**config.mk**
```make
export PLATFORM = sky130hd
export DESIGN_NAME = alu_ctrl_sequencer_flat
export DESIGN_NICKNAME = d
export VERILOG_FILES = /design/src/rtl/alu_ctrl_sequencer_if.sv /design/src/rtl/alu_ctrl_sequencer.sv /design/src/flat_wrapper.sv
export SDC_FILE = /design/constraint.sdc
export NUM_CORES = 1
export LEC_CHECK = 0
export BUFFER_PORTS_ARGS = -buffer_cell sky130_fd_sc_hd__buf_2
export CORE_AREA = 2 2 39 41
export DETAILED_ROUTE_END_ITERATION = 16
export DIE_AREA = 0 0 41 43
export PLACE_DENSITY = 0.64
export SKIP_CTS_REPAIR_TIMING = 1
export SYNTH_ARGS = -nofsm -noshare
export SYNTH_HDL_FRONTEND = slang
export SYNTH_SLANG_ARGS = --single-unit
export TNS_END_PERCENT = 5
```
**constraint.sdc**
```tcl
create_clock -name clk -period 1.2 [get_ports clk]
set_input_delay 0.3 -clock clk [delete_from_list [all_inputs] [get_ports clk]]
set_output_delay 0.3 -clock clk [all_outputs]
set_load 0.05 [all_outputs]
```
**src/rtl/alu_ctrl_sequencer_if.sv**
```systemverilog
// Handshake bundle between main control, the ALU control sequencer and the ALU.
// The slave modport is the sequencer's view; master is the driver/consumer side.
interface alu_ctrl_sequencer_if #(
  parameter int FUNCT_W = 5,
  parameter int OP_W    = 2,
  parameter int CTRL_W  = 2,
  parameter int MC_LAT  = 4
);
  localparam int CNT_W = $clog2(MC_LAT + 1);

  logic               flush;
  logic               in_valid;
  logic               in_ready;
  logic [OP_W-1:0]    aluop;
  logic [FUNCT_W-1:0] funct;
  logic               out_valid;
  logic               out_ready;
  logic [CTRL_W-1:0]  alu_ctrl;
  logic               multi_cycle;
  logic               busy;
  logic [CNT_W-1:0]   count;

  modport slave (
    input  flush, in_valid, aluop, funct, out_ready,
    output in_ready, out_valid, alu_ctrl, multi_cycle, busy, count
  );

  modport master (
    output flush, in_valid, aluop, funct, out_ready,
    input  in_ready, out_valid, alu_ctrl, multi_cycle, busy, count
  );
endinterface

```
**src/rtl/alu_ctrl_sequencer.sv**
```systemverilog
// Registered ALU control decoder with a multi-cycle (iterative shift/multiply)
// countdown and valid/ready handshakes on both sides.
module alu_ctrl_sequencer #(
  parameter int FUNCT_W = 5,
  parameter int OP_W    = 2,
  parameter int CTRL_W  = 2,
  parameter int MC_LAT  = 4
) (
  input  logic                  clk,
  input  logic                  rst_n,
  alu_ctrl_sequencer_if.slave   bus
);
  localparam int CNT_W = $clog2(MC_LAT + 1);

  if (CTRL_W < OP_W || CTRL_W > FUNCT_W - 1 || MC_LAT < 1) begin : g_bad_params
    $error("alu_ctrl_sequencer: illegal FUNCT_W/OP_W/CTRL_W/MC_LAT combination");
  end

  typedef enum logic [1:0] {IDLE, WAIT, OUT} state_e;

  state_e            state_q, state_d;
  logic [CTRL_W-1:0] ctrl_q, ctrl_d;
  logic              multi_q, multi_d;
  logic [CNT_W-1:0]  cnt_q, cnt_d;

  logic              accept;
  logic [CTRL_W-1:0] dec_ctrl;
  logic              dec_multi;

  assign bus.in_ready = !bus.flush &&
                        (state_q == IDLE || (state_q == OUT && bus.out_ready));
  assign accept       = bus.in_valid && bus.in_ready;

  // Opcode MSB low: opcode passes straight through; high: decode from funct.
  assign dec_ctrl  = bus.aluop[OP_W-1] ? bus.funct[CTRL_W-1:0] : CTRL_W'(bus.aluop);
  assign dec_multi = bus.aluop[OP_W-1] && bus.funct[FUNCT_W-1];

  always_comb begin
    state_d = state_q;
    ctrl_d  = ctrl_q;
    multi_d = multi_q;
    cnt_d   = cnt_q;

    case (state_q)
      IDLE: ;
      WAIT: begin
        cnt_d = cnt_q - CNT_W'(1);
        if (cnt_q == CNT_W'(1)) state_d = OUT;
      end
      OUT: if (bus.out_ready) state_d = IDLE;
      default: state_d = IDLE;
    endcase

    // A new op overrides the IDLE hold and the OUT drain (back-to-back).
    if (accept) begin
      ctrl_d  = dec_ctrl;
      multi_d = dec_multi;
      if (dec_multi) begin
        state_d = WAIT;
        cnt_d   = CNT_W'(MC_LAT);
      end else begin
        state_d = OUT;
        cnt_d   = '0;
      end
    end

    if (bus.flush) begin
      state_d = IDLE;
      ctrl_d  = '0;
      multi_d = 1'b0;
      cnt_d   = '0;
    end
  end

  always_ff @(posedge clk or negedge rst_n) begin
    if (!rst_n) begin
      state_q <= IDLE;
      ctrl_q  <= '0;
      multi_q <= 1'b0;
      cnt_q   <= '0;
    end else begin
      state_q <= state_d;
      ctrl_q  <= ctrl_d;
      multi_q <= multi_d;
      cnt_q   <= cnt_d;
    end
  end

  assign bus.out_valid   = (state_q == OUT);
  assign bus.busy        = (state_q == WAIT);
  assign bus.alu_ctrl    = ctrl_q;
  assign bus.multi_cycle = multi_q;
  assign bus.count       = cnt_q;
endmodule

```
**src/flat_wrapper.sv**
```systemverilog
// flat-port wrapper written by rule: the top's interface ports become plain ports
module alu_ctrl_sequencer_flat 
#(
  parameter int FUNCT_W = 5,
  parameter int OP_W    = 2,
  parameter int CTRL_W  = 2,
  parameter int MC_LAT  = 4
)
  (clk, rst_n, bus_flush, bus_in_valid, bus_aluop, bus_funct, bus_out_ready, bus_in_ready, bus_out_valid, bus_alu_ctrl, bus_multi_cycle, bus_busy, bus_count);
  alu_ctrl_sequencer_if #(.FUNCT_W(FUNCT_W), .OP_W(OP_W), .CTRL_W(CTRL_W), .MC_LAT(MC_LAT)) bus_i ();
  input  logic clk;
  input  logic rst_n;
  input wire logic [$bits(bus_i.flush)-1:0] bus_flush;
  input wire logic [$bits(bus_i.in_valid)-1:0] bus_in_valid;
  input wire logic [$bits(bus_i.aluop)-1:0] bus_aluop;
  input wire logic [$bits(bus_i.funct)-1:0] bus_funct;
  input wire logic [$bits(bus_i.out_ready)-1:0] bus_out_ready;
  output wire logic [$bits(bus_i.in_ready)-1:0] bus_in_ready;
  output wire logic [$bits(bus_i.out_valid)-1:0] bus_out_valid;
  output wire logic [$bits(bus_i.alu_ctrl)-1:0] bus_alu_ctrl;
  output wire logic [$bits(bus_i.multi_cycle)-1:0] bus_multi_cycle;
  output wire logic [$bits(bus_i.busy)-1:0] bus_busy;
  output wire logic [$bits(bus_i.count)-1:0] bus_count;
  assign bus_i.flush = bus_flush;
  assign bus_i.in_valid = bus_in_valid;
  assign bus_i.aluop = bus_aluop;
  assign bus_i.funct = bus_funct;
  assign bus_i.out_ready = bus_out_ready;
  assign bus_in_ready = bus_i.in_ready;
  assign bus_out_valid = bus_i.out_valid;
  assign bus_alu_ctrl = bus_i.alu_ctrl;
  assign bus_multi_cycle = bus_i.multi_cycle;
  assign bus_busy = bus_i.busy;
  assign bus_count = bus_i.count;
  alu_ctrl_sequencer #(.FUNCT_W(FUNCT_W), .OP_W(OP_W), .CTRL_W(CTRL_W), .MC_LAT(MC_LAT)) u_core (.clk(clk), .rst_n(rst_n), .bus(bus_i));
endmodule
```
==> impl_metrics.tcl, run 1 <==
set metrics [dict create \
    fin_ws_ns -0.174 \
    dp.cells 82 \
    finalClockSkew_ns 0.00310 \
    p_per_area_nw_per_um2 1070 \
    clk_latency_ns 0.25 \
    rows 14 \
    synth_xor_area_share_pct 3.60 \
    path_max_fanout 3 \
    maxCapViolCount 0 \
    hp-class "input port to flip-flop" \
    synth_flop_cell "dfrtp_1" \
    place.gp.congestion 0.688 \
    antenna_found_initial 0 \
    r2r-start "u_core.state_q[0]" \
    n_fill_cell 121 \
    grt_max_degree 9 \
    synth_compound_area_share_pct 14.4 \
    p_leak_nw 0.349 \
    io_pins 21 \
    die_w_um 41 \
    crit_family "flip-flops" \
    setup_viol 8 \
    multi_input_area_sq_um 273 \
    yosys.area_share.simple_pct 19.5 \
    setup.worst_path.start "u_core.state_q[0]" \
    reg2reg_to "u_core.bus.alu_ctrl[0]" \
    htree_levels 1 \
    via_count 403 \
    track_usage_pct 13.3 \
    synthTopCellsByArea "dfrtp_1 41%, mux2i_1 8.2%, a2111oi_4 5.7%" \
    drive_above_1_share_pct 56.2 \
    violations "negative setup slack" \
    cts_buffers 3 \
    portBuffers 18 \
    fin_cells 89 \
    syn_nets 58 \
    rrSetupSlack_ns -0.05 \
    setup_tns_ns -0.714 \
    die_area_sq_um 1760 \
    place_worst_setup_slack_ns -0.0633 \
    wire_per_inst_um 10.7 \
    n_antenna_cell 0 \
    slowest_delay_ns 0.40 \
    core_sq_um 1380 \
    dp_hpwl_um 732 \
    max_slew_margin_pct 83.6 \
    clkSlewWorstSetupHoldPaths_ns 0.06 \
    start_kind "flip-flop" \
    rsz0062_at_grt "true" \
    cp_cell_sequence "buf_4 -> nor2b_4 -> buf_8" \
    die_h_um 43 \
    peakVddDrop_uv 549 \
    synth_top_cell_by_area "dfrtp_1" \
    fin_util_pct 53.4 \
    min_period_ns 1.37 \
    run_status "finished with violations" \
    firstDrtPassIters 4 \
    clock.fmax_mhz 728 \
    synth_top_family_by_area "simple AND/OR/NAND/NOR gates" \
    muxShareOfSynthArea_pct 8.23 \
    synth_common_cells "8 x dfrtp_1, 4 x mux2i_1, 4 x nand2b_1" \
    synthToLayoutAreaGrowth_pct 51.9 \
    synthAdderAreaFrac_pct 5.14 \
    endpoint "bus_out_valid" \
    maxSlewViolCount 0 \
    start_util_pct 35.2 \
    drc 0 \
    synth_area_sq_um 487 \
    hold_viol_final 0 \
    synth_most_common_cell "dfrtp_1" \
    via_per_inst 4.53 \
    synth_top_area_share_pct 41.1 \
    end_kind "primary output" \
    synth_edf_count 0 \
    cts_tree "done" \
    yosys_warnings 0 \
    drt.antenna.violating_nets 0 \
    cp.depth 3 \
    grt_pass1_wl_um 1550 \
    cp_data_required_time_ns 0.90 \
    critical_path_buf_inv_count 2 \
    root_buffer "clkbuf_4" \
    syn_inst 44 \
    drt-total-wl_um 956 \
    grt_overflow 0 \
    async_flop_share_pct 100 \
    cts_sinks 8 \
    worstMarginPinSlew_ns 0.248 \
    fin_nets 88 \
    synth-seq-cells 8 \
    ys_types 22 \
    cp_slowest_cell "dfrtp_1" \
    worstSetupPathType "flip-flop to primary output" \
    grt_pass1_vias 368 \
    period_share_pct 114 \
    drtIter0Drc 2 \
    cts_buffer_depth 2 \
    seqCellArea_sq_um 203 \
    yosysSeqAreaShare_pct 41.1 \
    arrival_ns 1.07 \
    synth.avg_cell_area_sq_um 11.1 \
    reg2reg_depth 5 \
]
## power by group
group	internal [mW]	switching [mW]	leakage [nW]
clock	0.128	0.0977	0.0150
sequential	0.288	0.0147	0.105
combinational	0.115	0.145	0.229
total	0.530	0.257	0.349
## cell type report
type	instances	share of cell area, %
Multi-Input combinational cell	30	36.9
Timing Repair Buffer	28	27.9
Sequential cell	8	27.4
Clock buffer	4	3.55
Tap cell	16	2.71
Inverter	3	1.52
## metrics by stage
stage | total power, mW | instance area [sq um] | hold slack, ns
floorplan | 0.467 | 508 | 0.00441
global placement | 0.530 | 641 | 0.154
detailed placement | 0.531 | 641 | 0.154
CTS | 0.763 | 667 | -0.128
global route | 0.834 | 739 | 0.328
finish | 0.788 | 739 | 0.296
## worst min path at each step
stage                                   to  depth (start not counted)    startpoint
floorplan           u_core.bus.alu_ctrl[0]                          0         rst_n
finish              u_core.bus.alu_ctrl[1]                          3  bus_funct[1]
detailed placement  u_core.bus.alu_ctrl[1]                          1         rst_n
global route             u_core.state_q[0]                          2  bus_funct[4]
CTS                 u_core.bus.alu_ctrl[0]                          1         rst_n
global placement    u_core.bus.alu_ctrl[1]                          1         rst_n
## placed cells by master, fill, tap and decap left out
cell type / n
nor2b_4: 1
xnor2_1: 2
dfrtp_2: 2
dlygate4sd3_1: 1
inv_1: 1
inv_2: 2
nor3_1: 1
nor2b_2: 1
ha_4: 1
ha_1: 1
a32o_1: 1
a41oi_1: 1
and3_4: 1
buf_6: 3
nand2_1: 2
nand2b_1: 4
buf_4: 9
a2111oi_4: 1
nand3b_1: 1
mux2i_1: 4
nor2_1: 2
clkbuf_4: 3
o21a_1: 1
dfrtp_1: 6
buf_2: 13
nor2_2: 1
a22oi_1: 1
buf_8: 2
clkbuf_1: 1
nor2b_1: 1
and2_4: 1
o2bb2ai_1: 1
## state kept, by name, summed over array words and instances, names as in the netlist
signal and count:
u_core.bus.alu_ctrl 2, u_core.bus.count 3, u_core.state_q 2, u_core.bus.multi_cycle 1
## cells by family after synthesis
group,Yosys count
AO/OA/AOI/OAI,6
XOR/XNOR,2
adder cells (fa/ha/maj),2
buffers and inverters,6
flip-flops,8
multiplexers,4
AND/OR/NAND/NOR,16
## per-layer routing
layer | GRT usage, % | part of all wire (%) | vias up
met3 | 3.14 | 6.3 | 0
met5 | 0 | 0 | -
met1 | 19.2 | 50 | 181
met4 | 8.00 | 0 | 0
li1 | - | - | 207
met2 | 17.2 | 44 | 15
## worst min-delay path, cell delays in order
cell	delay, ns
buf_2	0.10
nand2_1	0.05
mux2i_1	0.06
(Power assumes the default switching activity.)
==> run 2, diff against run 1 <==
==> constraint.sdc (replaced) <==
create_clock -name clk -period 1.8 [get_ports clk]
set_input_delay 0.45 -clock clk [delete_from_list [all_inputs] [get_ports clk]]
set_output_delay 0.45 -clock clk [all_outputs]
set_load 0.05 [all_outputs]
==> run 2 against run 1 <==
Effect of this change: largest power group unchanged; the flow now finishes without violations; critical path depth is the same; hold slack lost 0.27 ns; count of clock-buffer cells in the layout shrank 1.
==> impl_metrics.tcl, run 2 (synthesized netlist as in run 1, its figures left out) <==
set metrics [dict create \
    run_status "finished, final reports clean" \
    r2r-start "u_core.state_q[0]" \
    maxSlewViolCount 0 \
    critical_path_buf_inv_count 1 \
    drc 0 \
    antenna_found_initial 0 \
    drive_above_1_share_pct 39.7 \
    clkSlewWorstSetupHoldPaths_ns 0.05 \
    setup_viol 0 \
    clock.fmax_mhz 612 \
    dp_hpwl_um 691 \
    setup.worst_path.start "u_core.state_q[0]" \
    finalClockSkew_ns 0.00406 \
    grt.busiest_layer "met1" \
    hold_viol_final 0 \
    drt.antenna.violating_nets 0 \
    cp_cell_sequence "nor2_2 -> and2_1 -> buf_2" \
    holdWs_ns 0.0303 \
    period_share_pct 90.8 \
    via_count 374 \
    arrival_ns 1.18 \
    final_cell_mix "18 x buf_2, 8 x dfrtp_1, 4 x nand2b_1, 4 x mux2i_1" \
    cp_slowest_cell "dfrtp_1" \
    htree_levels 1 \
    drtIter0Drc 0 \
    clk_latency_ns 0.25 \
    synthToLayoutAreaGrowth_pct 23.1 \
    grt_max_degree 10 \
    cts_buffers 3 \
    start_kind "flip-flop" \
    setup_tns_ns 0 \
    largest_register_ffs 3 \
    die_w_um 41 \
    drt-total-wl_um 893 \
    grt_pass1_wl_um 1570 \
    fin_cells 79 \
    grt_overflow 0 \
    met1_usage_pct 18.6 \
    cts_sinks 8 \
    cts_buffer_depth 2 \
    firstDrtPassIters 1 \
    power_mw 0.466 \
    wire_per_inst_um 11.3 \
    start_util_pct 35.2 \
    max_slew_margin_pct 83.5 \
    hp-class "input port to async pin" \
    grt_use_met2_pct 17.8 \
    fin_nets 79 \
    cts_tree "done" \
    end_kind "primary output" \
    grt_pass1_vias 373 \
    worstSetupPathType "flip-flop to primary output" \
    grt_util_met3_pct 3.14 \
    p_leak_nw 0.293 \
    via_per_inst 4.73 \
    n_fill_cell 149 \
    rsz0062_at_grt "false" \
    n_antenna_cell 0 \
    maxCapViolCount 0 \
    worstMarginPinSlew_ns 0.250 \
    place.gp.congestion 0.704 \
    root_buffer "clkbuf_4" \
    portBuffers 18 \
    rows 14 \
    slowest_delay_ns 0.41 \
    track_usage_pct 13.6 \
    peakVddDrop_uv 327 \
    die_h_um 43 \
    min_period_ns 1.63 \
    crit_family "flip-flops" \
    dp.cells 76 \
    layout_commonest_cell "buf_2" \
    cp_data_required_time_ns 1.35 \
    path_max_fanout 4 \
    io_pins 21 \
    core_sq_um 1380 \
    p_per_area_nw_per_um2 778 \
    die_area_sq_um 1760 \
]
[run 2: changes by cell type in the layout (fill, tap and decap cells not counted), moves of 2 or more]
cell     before  now
buf_8         2    0
dfrtp_1       6    8
inv_1         1    3
inv_2         2    0
buf_6         3    0
dfrtp_2       2    0
buf_4         9    1
buf_2        13   18
nor2b_1       1    3
[run 2: final timing paths]
path	end	slack, ns	cells past startpoint
worst max-delay path	bus_in_ready	0.17	3
worst max register to register	u_core.bus.count[1]	0.60	4
min in group clk	u_core.bus.alu_ctrl[1]	0.44	3
worst min-delay path	u_core.bus.count[1]	0.03	1
max in group asynchronous	u_core.bus.alu_ctrl[0]	1.60	1
worst min register to register	u_core.bus.alu_ctrl[1]	0.54	2
[run 2: cell type report]
class / count / area [sq um] / area share, %
clock buffers: 3 / 22.5 / 3.76
multi-input cells: 30 / 248 / 41.3
well taps: 16 / 20.0 / 3.34
inverters: 3 / 11.3 / 1.88
repair buffers: 19 / 97.6 / 16.3
flip-flops and latches: 8 / 200 / 33.4
[run 2: per-layer routing]
metal,vias to the layer above,part of all wire [%]
met1,171,46
met3,2,6.0
met4,0,0.90
met2,14,47
li1,187,-
met5,-,0
[run 2: where the power goes]
part	total (mW)	switching, mW	leakage, nW	internal (mW)
logic	0.133	0.0889	0.171	0.0442
registers	0.201	0.00927	0.108	0.192
clock network	0.132	0.0562	0.0138	0.0760
total	0.466	0.154	0.293	0.312
[run 2: metrics by stage]
stage | area (sq um) | utilization [%] | setup WS, ns
global route | 599 | 43.3 | 0.0816
global placement | 577 | 41.7 | 0.237
floorplan | 487 | - | 0.223
CTS | 599 | 43.3 | 0.157
finish | 599 | 43.3 | 0.165
detailed placement | 577 | 41.7 | 0.229
